==> src/rtl/sub_pkg.sv <==
// Shared constants and FSM state type for the serial field-arithmetic blocks.
package sub_pkg;
  localparam int DATA_WIDTH = 448;
  localparam int LIMB_W     = 64;

  typedef enum logic {IDLE = 1'b0, RUN = 1'b1} state_t;

  function automatic int num_limbs(input int size, input int limb);
    return (size + limb - 1) / limb;
  endfunction
endpackage

==> src/rtl/sub_if.sv <==
// Start/operand/result handshake of the serial subtractor; SUB_BUSY_EN adds busy.
interface sub_if #(parameter int SIZE = sub_pkg::DATA_WIDTH);
  logic            start;
  logic [SIZE-1:0] a;
  logic [SIZE-1:0] b;
  logic [SIZE:0]   result;
  logic            done;
`ifdef SUB_BUSY_EN
  logic            busy;
  modport master (output start, a, b, input result, done, busy);
  modport slave  (input start, a, b, output result, done, busy);
`else
  modport master (output start, a, b, input result, done);
  modport slave  (input start, a, b, output result, done);
`endif
endinterface

==> src/rtl/sub_limb.sv <==
// One limb of the subtractor: d = x - y - bin, borrow taken from the extra top bit.
module sub_limb #(
  parameter int W = 64
) (
  input  logic [W-1:0] x,
  input  logic [W-1:0] y,
  input  logic         bin,
  output logic [W-1:0] d,
  output logic         bout
);
  logic [W:0] t;

  assign t    = {1'b0, x} - {1'b0, y} - {{W{1'b0}}, bin};
  assign d    = t[W-1:0];
  assign bout = t[W];
endmodule

==> src/rtl/sub.sv <==
// Limb-serial wide subtractor: result = {borrow, a-b}, one LIMB per clock.
// Optional busy output is enabled by defining SUB_BUSY_EN.
module sub
  import sub_pkg::*;
#(
  parameter int SIZE = DATA_WIDTH,
  parameter int LIMB = LIMB_W
) (
  input  logic clk,
  input  logic rst,
  sub_if.slave bus
);
  localparam int NUM_LIMBS = num_limbs(SIZE, LIMB);
  localparam int PW        = NUM_LIMBS * LIMB;
  localparam int IW        = (NUM_LIMBS > 1) ? $clog2(NUM_LIMBS) : 1;
  localparam logic [IW-1:0] LAST_IDX = IW'(NUM_LIMBS - 1);

  state_t state, state_nxt;
  logic   accept, last;

  logic [NUM_LIMBS-1:0][LIMB-1:0] a_q, b_q, diff_q, diff_nxt;
  logic [IW-1:0]  idx;
  logic           borrow;
  logic           done_q;
  logic [SIZE:0]  result_q;
  logic [LIMB-1:0] limb_d;
  logic           limb_bout;
  logic [PW:0]    padded;

  sub_limb #(.W(LIMB)) u_limb (
    .x    (a_q[idx]),
    .y    (b_q[idx]),
    .bin  (borrow),
    .d    (limb_d),
    .bout (limb_bout)
  );

  always_ff @(posedge clk or negedge rst) begin
    if (!rst) state <= IDLE;
    else      state <= state_nxt;
  end

  always_comb begin
    state_nxt = state;
    accept    = 1'b0;
    last      = 1'b0;
    case (state)
      IDLE: if (bus.start) begin
        accept    = 1'b1;
        state_nxt = RUN;
      end
      RUN: if (idx == LAST_IDX) begin
        last      = 1'b1;
        state_nxt = IDLE;
      end
      default: state_nxt = IDLE;
    endcase
  end

  // Partial differences build up in diff_q so result only moves on completion.
  always_comb begin
    diff_nxt      = diff_q;
    diff_nxt[idx] = limb_d;
    padded        = {limb_bout, diff_nxt};
  end

  always_ff @(posedge clk or negedge rst) begin
    if (!rst) begin
      a_q      <= '0;
      b_q      <= '0;
      diff_q   <= '0;
      idx      <= '0;
      borrow   <= 1'b0;
      done_q   <= 1'b0;
      result_q <= '0;
    end else begin
      done_q <= last;
      if (accept) begin
        a_q    <= PW'(bus.a);
        b_q    <= PW'(bus.b);
        idx    <= '0;
        borrow <= 1'b0;
      end else if (state == RUN) begin
        diff_q <= diff_nxt;
        borrow <= limb_bout;
        idx    <= idx + IW'(1);
        if (last) result_q <= padded[SIZE:0];
      end
    end
  end

  assign bus.result = result_q;
  assign bus.done   = done_q;
`ifdef SUB_BUSY_EN
  assign bus.busy   = (state == RUN);
`endif
endmodule

==> src/flat_wrapper.sv <==
// flat-port wrapper written by rule: the top's interface ports become plain ports
module sub_flat import sub_pkg::*;
#(
  parameter int SIZE = DATA_WIDTH,
  parameter int LIMB = LIMB_W
)
  (clk, rst, bus_start, bus_a, bus_b, bus_result, bus_done);
  sub_if #(.SIZE(SIZE)) bus_i ();
  input  logic clk;
  input  logic rst;
  input wire logic [$bits(bus_i.start)-1:0] bus_start;
  input wire logic [$bits(bus_i.a)-1:0] bus_a;
  input wire logic [$bits(bus_i.b)-1:0] bus_b;
  output wire logic [$bits(bus_i.result)-1:0] bus_result;
  output wire logic [$bits(bus_i.done)-1:0] bus_done;
  assign bus_i.start = bus_start;
  assign bus_i.a = bus_a;
  assign bus_i.b = bus_b;
  assign bus_result = bus_i.result;
  assign bus_done = bus_i.done;
  sub #(.SIZE(SIZE), .LIMB(LIMB)) u_core (.clk(clk), .rst(rst), .bus(bus_i));
endmodule
==> config.mk <==
export PLATFORM = sky130hd
export DESIGN_NAME = sub_flat
export DESIGN_NICKNAME = d
export VERILOG_FILES = /design/src/rtl/sub_pkg.sv /design/src/rtl/sub_if.sv /design/src/rtl/sub_limb.sv /design/src/rtl/sub.sv /design/src/flat_wrapper.sv
export SDC_FILE = /design/constraint.sdc
export NUM_CORES = 2
export LEC_CHECK = 0
export CAP_MARGIN = 40
export CORE_AREA = 2 2 523 525
export DETAILED_ROUTE_END_ITERATION = 10
export DIE_AREA = 0 0 525 527
export GPL_TIMING_DRIVEN = 0
export PLACE_DENSITY = 0.6
export SYNTH_ARGS = -nofsm -noshare
export SYNTH_HDL_FRONTEND = slang
export SYNTH_HIERARCHICAL = 1
export SYNTH_SLANG_ARGS = --single-unit
==> constraint.sdc <==
create_clock -name clk -period 15.1 [get_ports clk]
set_clock_uncertainty 0.15 [all_clocks]
set_input_delay 3.02 -clock clk [delete_from_list [all_inputs] [get_ports clk]]
set_output_delay 3.02 -clock clk [all_outputs]
set_load 0.1 [all_outputs]
Word-level counts from Yosys, hierarchy flattened
Cells that the tools add are included.
{"block": "op_classes", "n_div": 0, "bitwise": 2, "muxes": 17, "reduce_logical": 4, "eq_ne": 1, "addsub": 3, "n_lt_le_gt_ge": 2, "mul": 0, "n_shift": 0}
{"operator": "$bwmux W448", "n": 1}
{"operator": "$bmux W64 S3", "n": 2}
{"operator": "$demux W64 S3", "n": 1}
{"operator": "$mux W64", "n": 3}
{"operator": "$sub A64 B64 Y65", "n": 1}
{"operator": "$sub A65 B1 Y65", "n": 1}
{"operator": "$mux W1", "n": 7}
{"operator": "$mux W3", "n": 2}
{"operator": "$lt A3 B4 Y1 const B", "n": 1}
{"operator": "$add A3 B1 Y3 const B", "n": 1}
{"operator": "$eq A3 B3 Y1 const B", "n": 1}
{"operator": "$ge A3 B1 Y1 const B", "n": 1}
{"operator": "$reduce_and A3 Y1", "n": 1}
{"operator": "$not A1 Y1", "n": 2}
{"operator": "$pmux W1 S2", "n": 1}
{"operator": "$reduce_and A2 Y1", "n": 1}
{"operator": "$reduce_bool A2 Y1", "n": 1}
{"operator": "$logic_and A1 B1 Y1", "n": 1}
{"block": "totals", "memories": 0, "romBits": 0, "latchBits": 0, "inputBits": 899, "wordCells": 55, "regBits": 1799, "mem_bits_rw": 0}

Longest topological paths before layout
{"block": "logic_depth", "word_depth": 6, "ltp_mapped": 25, "mapped_depth_nobuf": 20}

Modules after synthesis
Netlist, hierarchy kept.
{"module": "sub", "instances": 1, "seq_area_each_um2": 45018.2, "cells_per_inst": 5574, "area_each_um2": 76249.4}
{"module": "sub_limb", "instances": 1, "seq_area_each_um2": 0.0, "cells_per_inst": 814, "area_each_um2": 5342.6}

Worst setup path before layout
Ideal clock, no wire load.
{"block": "synth_path", "path_kind": "flip-flop to flip-flop", "startpoint": "register u_core.idx[0]", "endpoint": "register u_core.result_q[318] (netlist: u_core/bus.result[318])", "arrival_time_ns": 5.000, "setup_ns": 0.082, "stages_incl_launch_ff": 24, "slack_ns": 9.868, "required_ns": 14.868, "synth_period_minus_slack_ns": 5.232, "path_cell_list": "dfrtp_1 > buf_2 > buf_2 > nor2_1 > clkbuf_1 > a221o_1 > inv_1 > fa_1 > inv_1 > ha_1 > or2_2 > fa_1 > nor3b_1 > o21a_4 > a211oi_4 > o2111ai_1 > a31oi_1 > o21a_1 > a31o_2 > a21oi_1 > xnor2_1 > clkbuf_1 > nand2_1 > a31oi_1"}
{"block": "synth_via", "elab_chain_len": 5}
{"element": "from (decl)", "line": "sub.sv:22", "rtl": "logic [IW-1:0] idx;"}
{"element": "from (signal assigned)", "line": "sub.sv:86", "rtl": "idx <= idx + IW'(1);"}
{"element": "$bmux W64 S3 (on tied branches)", "line": "sub.sv:31, sub.sv:32"}
{"element": "$mux W64 (on tied branches)", "line": "sub.sv:31, sub.sv:32"}
{"element": "$sub A64 B64 Y65 (*)", "line": "sub_limb.sv:13", "rtl": "assign t = {1'b0, x} - {1'b0, y} - {{W{1'b0}}, bin};"}
{"element": "$sub A65 B1 Y65 (*)", "line": "sub_limb.sv:13"}
{"element": "via u_core.limb_d[62]", "line": "sub.sv:26", "rtl": "logic [LIMB-1:0] limb_d;"}
{"element": "$bwmux W448 (*)", "line": "sub.sv:63", "rtl": "diff_nxt[idx] = limb_d;"}
{"element": "to (signal assigned)", "line": "sub.sv:87", "rtl": "if (last) result_q <= padded[SIZE:0];"}
{"element": "to (decl)", "line": "sub.sv:25", "rtl": "logic [SIZE:0] result_q;"}
Mark *: on every way through the listed nets, which the timed path passes. The rest lies on a longest branch. The select of a mux whose other input is x is not followed.
A chain may end at the register's enable or synchronous reset.

Worst setup path in the final report
{"block": "layout_path", "startpoint": "register u_core.idx[2]", "endpoint": "register u_core.result_q[361] (netlist: u_core/bus.result[361])"}
Same word-level chain as after synthesis.

==> flow_metrics.env <==
export IMPL_critPathKind="flip-flop to flip-flop"
export IMPL_nNetsFinal=9512
export IMPL_portBuffers=1348
export IMPL_io_pins=1349
export IMPL_synth_xor_area_share_pct=0.655
export IMPL_cp_start_kind="flip-flop"
export IMPL_grt_met2_usage_pct=47.2
export IMPL_ff2ff_setup_slack_ns=6.72
export IMPL_dp_cells=11900
export IMPL_clkLatencyLatePin_ns=0.90
export IMPL_crit_arrival_ns=9.01
export IMPL_cts_hold_buf=0
export IMPL_crit_path_top_delay_cell="a221oi_1"
export IMPL_top_usage_layer="met2"
export IMPL_clkTransAtPathRegs_ns=0.07
export IMPL_cts_setup_buffers=0
export IMPL_ys_ff_latch=1799
export IMPL_drive_gt1_share_pct=33.7
export IMPL_worst_pin_slew_ns=1.09
export IMPL_status="finished clean"
export IMPL_post_route_drc_count=0
export IMPL_post_drt_wl_per_cell_microns=33.4
export IMPL_grt_max_degree=185
export IMPL_synth_simple_gate_area_share_pct=5.97
export IMPL_grt_met3_usage_pct=7.45
export IMPL_synthMuxAreaShare_pct=25.6
export IMPL_ys_warn_count=6
export IMPL_antenna_found_initial=196
export IMPL_core_area_sq_mm=0.272
export IMPL_r2r_start="u_core/idx[2]"
export IMPL_cts_tree="done"
export IMPL_grt_pass1_wl_microns=555000
export IMPL_gp_congestion=0.928
export IMPL_maxClockFrequency_mhz=119
export IMPL_period_share_pct=55.5
export IMPL_ys_flop_type="dfrtp_1"
export IMPL_ant_nets=0
export IMPL_hp_start="u_core/diff_q[63]"
export IMPL_area_delta_synth_final_pct=44.1
export IMPL_grt_util_met1_pct=34.6
export IMPL_hp_class="flip-flop to flip-flop"
export IMPL_cts_buffers=205
export IMPL_routed_wl_microns=412000
export IMPL_initial_utilization_pct=30.0
export IMPL_dr_first_iter_drc_count=5534
export IMPL_routed_via_density=5.21
export IMPL_synth_cell_types=81
export IMPL_syn_area_sq_mm=0.0816
export IMPL_post_synth_cell_area_avg_sq_um=12.8
export IMPL_row_count=192
export IMPL_placed_area_sq_mm=0.110
export IMPL_die_w_microns=525
export IMPL_rsz0062_at_grt="false"
export IMPL_htree_levels=4
export IMPL_hold_viol_final=0
export IMPL_cts_path_max_buffers=4
export IMPL_cp_required_ns=15.73
export IMPL_postSynth_asyncResetShare_pct=100
export IMPL_cp_end_kind="flip-flop"
export IMPL_firstDrtPassIters=8
export IMPL_cp_cell_sequence="buf_2 > buf_2 > buf_2 > mux2_2 > a221oi_1 > o21ai_0 > buf_4 > inv_1 > ha_1 > inv_1 > ha_1 > o21ai_0 > a221oi_1 > nand3_1 > nand3_1 > a31oi_1 > o31ai_2 > nand2_1 > o21ai_0 > xor2_1 > clkbuf_1 > nand2_1 > a31oi_1"
export IMPL_num_vias=64200
export IMPL_post_route_cell_area_sq_mm=0.118
export IMPL_tns_ns=0
export IMPL_grt_ovfl_total=0
export IMPL_slew_headroom_pct=27.4
export IMPL_grt_pass1_vias=66300
export IMPL_critPathBufInv=7
export IMPL_syn_inst=6388
export IMPL_synth_compound_area_share_pct=6.81
export IMPL_die_h_microns=527
export IMPL_synth_adder_area_share_pct=2.01
export IMPL_fin_crit_ns=8.38
export IMPL_cpPeakStageDelay_ns=0.75
export IMPL_ctsResizeCount=0
export IMPL_place_ws_ns=6.67
export IMPL_max_cap_viol_count=0
export IMPL_slew_violations=0
export IMPL_setup_ws_ns=6.72
export IMPL_grtUsageTotal_pct=29.0
export IMPL_synth_edf_count=0
export IMPL_root_buffer="clkbuf_16"
export IMPL_dp_hpwl_microns=332000
export IMPL_synth_seq_area_share_pct=55.2
export IMPL_cp_top_family="compound AO/OA/AOI/OAI gates"
export IMPL_stdcell_count=12300
export IMPL_finalSetupViolations=0
export IMPL_synth_top_family_by_area="multiplexers"
export IMPL_cp_max_fo=11
export IMPL_startpoint="u_core/idx[2]"
export IMPL_dieArea_sq_mm=0.277
export IMPL_clock_sinks=1799
export IMPL_syn_num_nets=7417
-- layout make-up --
class	instances	area, sq um
Inverter	204	766
Buffer	497	2350
Antenna cell	104	260
Fill cell	24200	154000
Tap cell	3589	4490
Timing Repair Buffer	1888	24200
Clock inverter	95	1250
Clock buffer	272	5780
Sequential cell	1799	45000
Multi-Input combinational cell	3888	33500
-- flip-flops by register name (all words and copies together) (netlist names) --
| name | count |
|---|---|
| u_core/bus.result | 449 |
| u_core/a_q | 448 |
| u_core/b_q | 448 |
| u_core/diff_q | 448 |
| u_core/idx | 3 |
| u_core/borrow | 1 |
| u_core/bus.done | 1 |
| u_core/state | 1 |
-- path summary, 6_finish.rpt --
| kind | to | depth (start not counted) |
|---|---|---|
| max | u_core/bus.result[361] | 23 |
| min | u_core/bus.result[63] | 1 |
| max reg2reg | u_core/bus.result[361] | 23 |
| min reg2reg | u_core/bus.result[63] | 1 |
| max in group asynchronous | u_core/a_q[66] | 5 |
| min in group asynchronous | u_core/bus.result[145] | 1 |
-- kinds of logic after synthesis --
family,count (synthesis)
multiplexers,1869
XOR/XNOR,61
flip-flops,1799
AO/OA/AOI/OAI,823
adder cells (fa/ha/maj),130
AND/OR/NAND/NOR,1005
buffers and inverters,701
-- stage by stage --
stage	hold WS [ns]	utilization (%)
3_5_place_dp	0.324	40.6
4_1_cts	0.328	43.2
5_1_grt	0.343	43.3
3_3_place_gp	0.319	36.6
2_1_floorplan	0.302	-
6_report	0.329	43.3
-- cells in the final DEF, fill, tap and decap left out, types with 206 or more instances in the layout --
cell,n
buf_8,257
clkdlybuf4s50_1,1347
buf_2,280
nor2_1,249
dfrtp_1,1799
buf_16,233
mux2_2,1701
clkbuf_16,206
nand2_1,446
-- Yosys cell counts, types with 34 or more instances --
cell type | instances | area share, %
o21ai_0 | 79 | 0.48
a211o_1 | 34 | 0.36
clkbuf_1 | 179 | 0.82
dfrtp_1 | 1799 | 55
nand2_1 | 446 | 2.1
a221oi_1 | 61 | 0.65
mux2i_1 | 148 | 1.8
inv_1 | 203 | 0.93
nor4bb_1 | 37 | 0.45
nor2b_1 | 49 | 0.38
a32oi_1 | 52 | 0.56
mux2_2 | 1701 | 23
nor3b_1 | 57 | 0.52
o211ai_1 | 66 | 0.61
a21o_1 | 42 | 0.39
a31oi_1 | 201 | 1.5
ha_1 | 128 | 2.0
a21oi_1 | 169 | 1.0
nor2_1 | 249 | 1.1
buf_2 | 271 | 1.7
-- per-layer routing --
layer | share of wire (%) | vias to the layer above
met4 | 6.4 | 108
li1 | - | 27100
met1 | 39 | 32900
met3 | 7.6 | 908
met5 | 0.16 | -
met2 | 47 | 3121
Power is left out: the tool's default activity adds up to more than one toggle a clock period on the data nets, which glitch-free logic cannot reach.
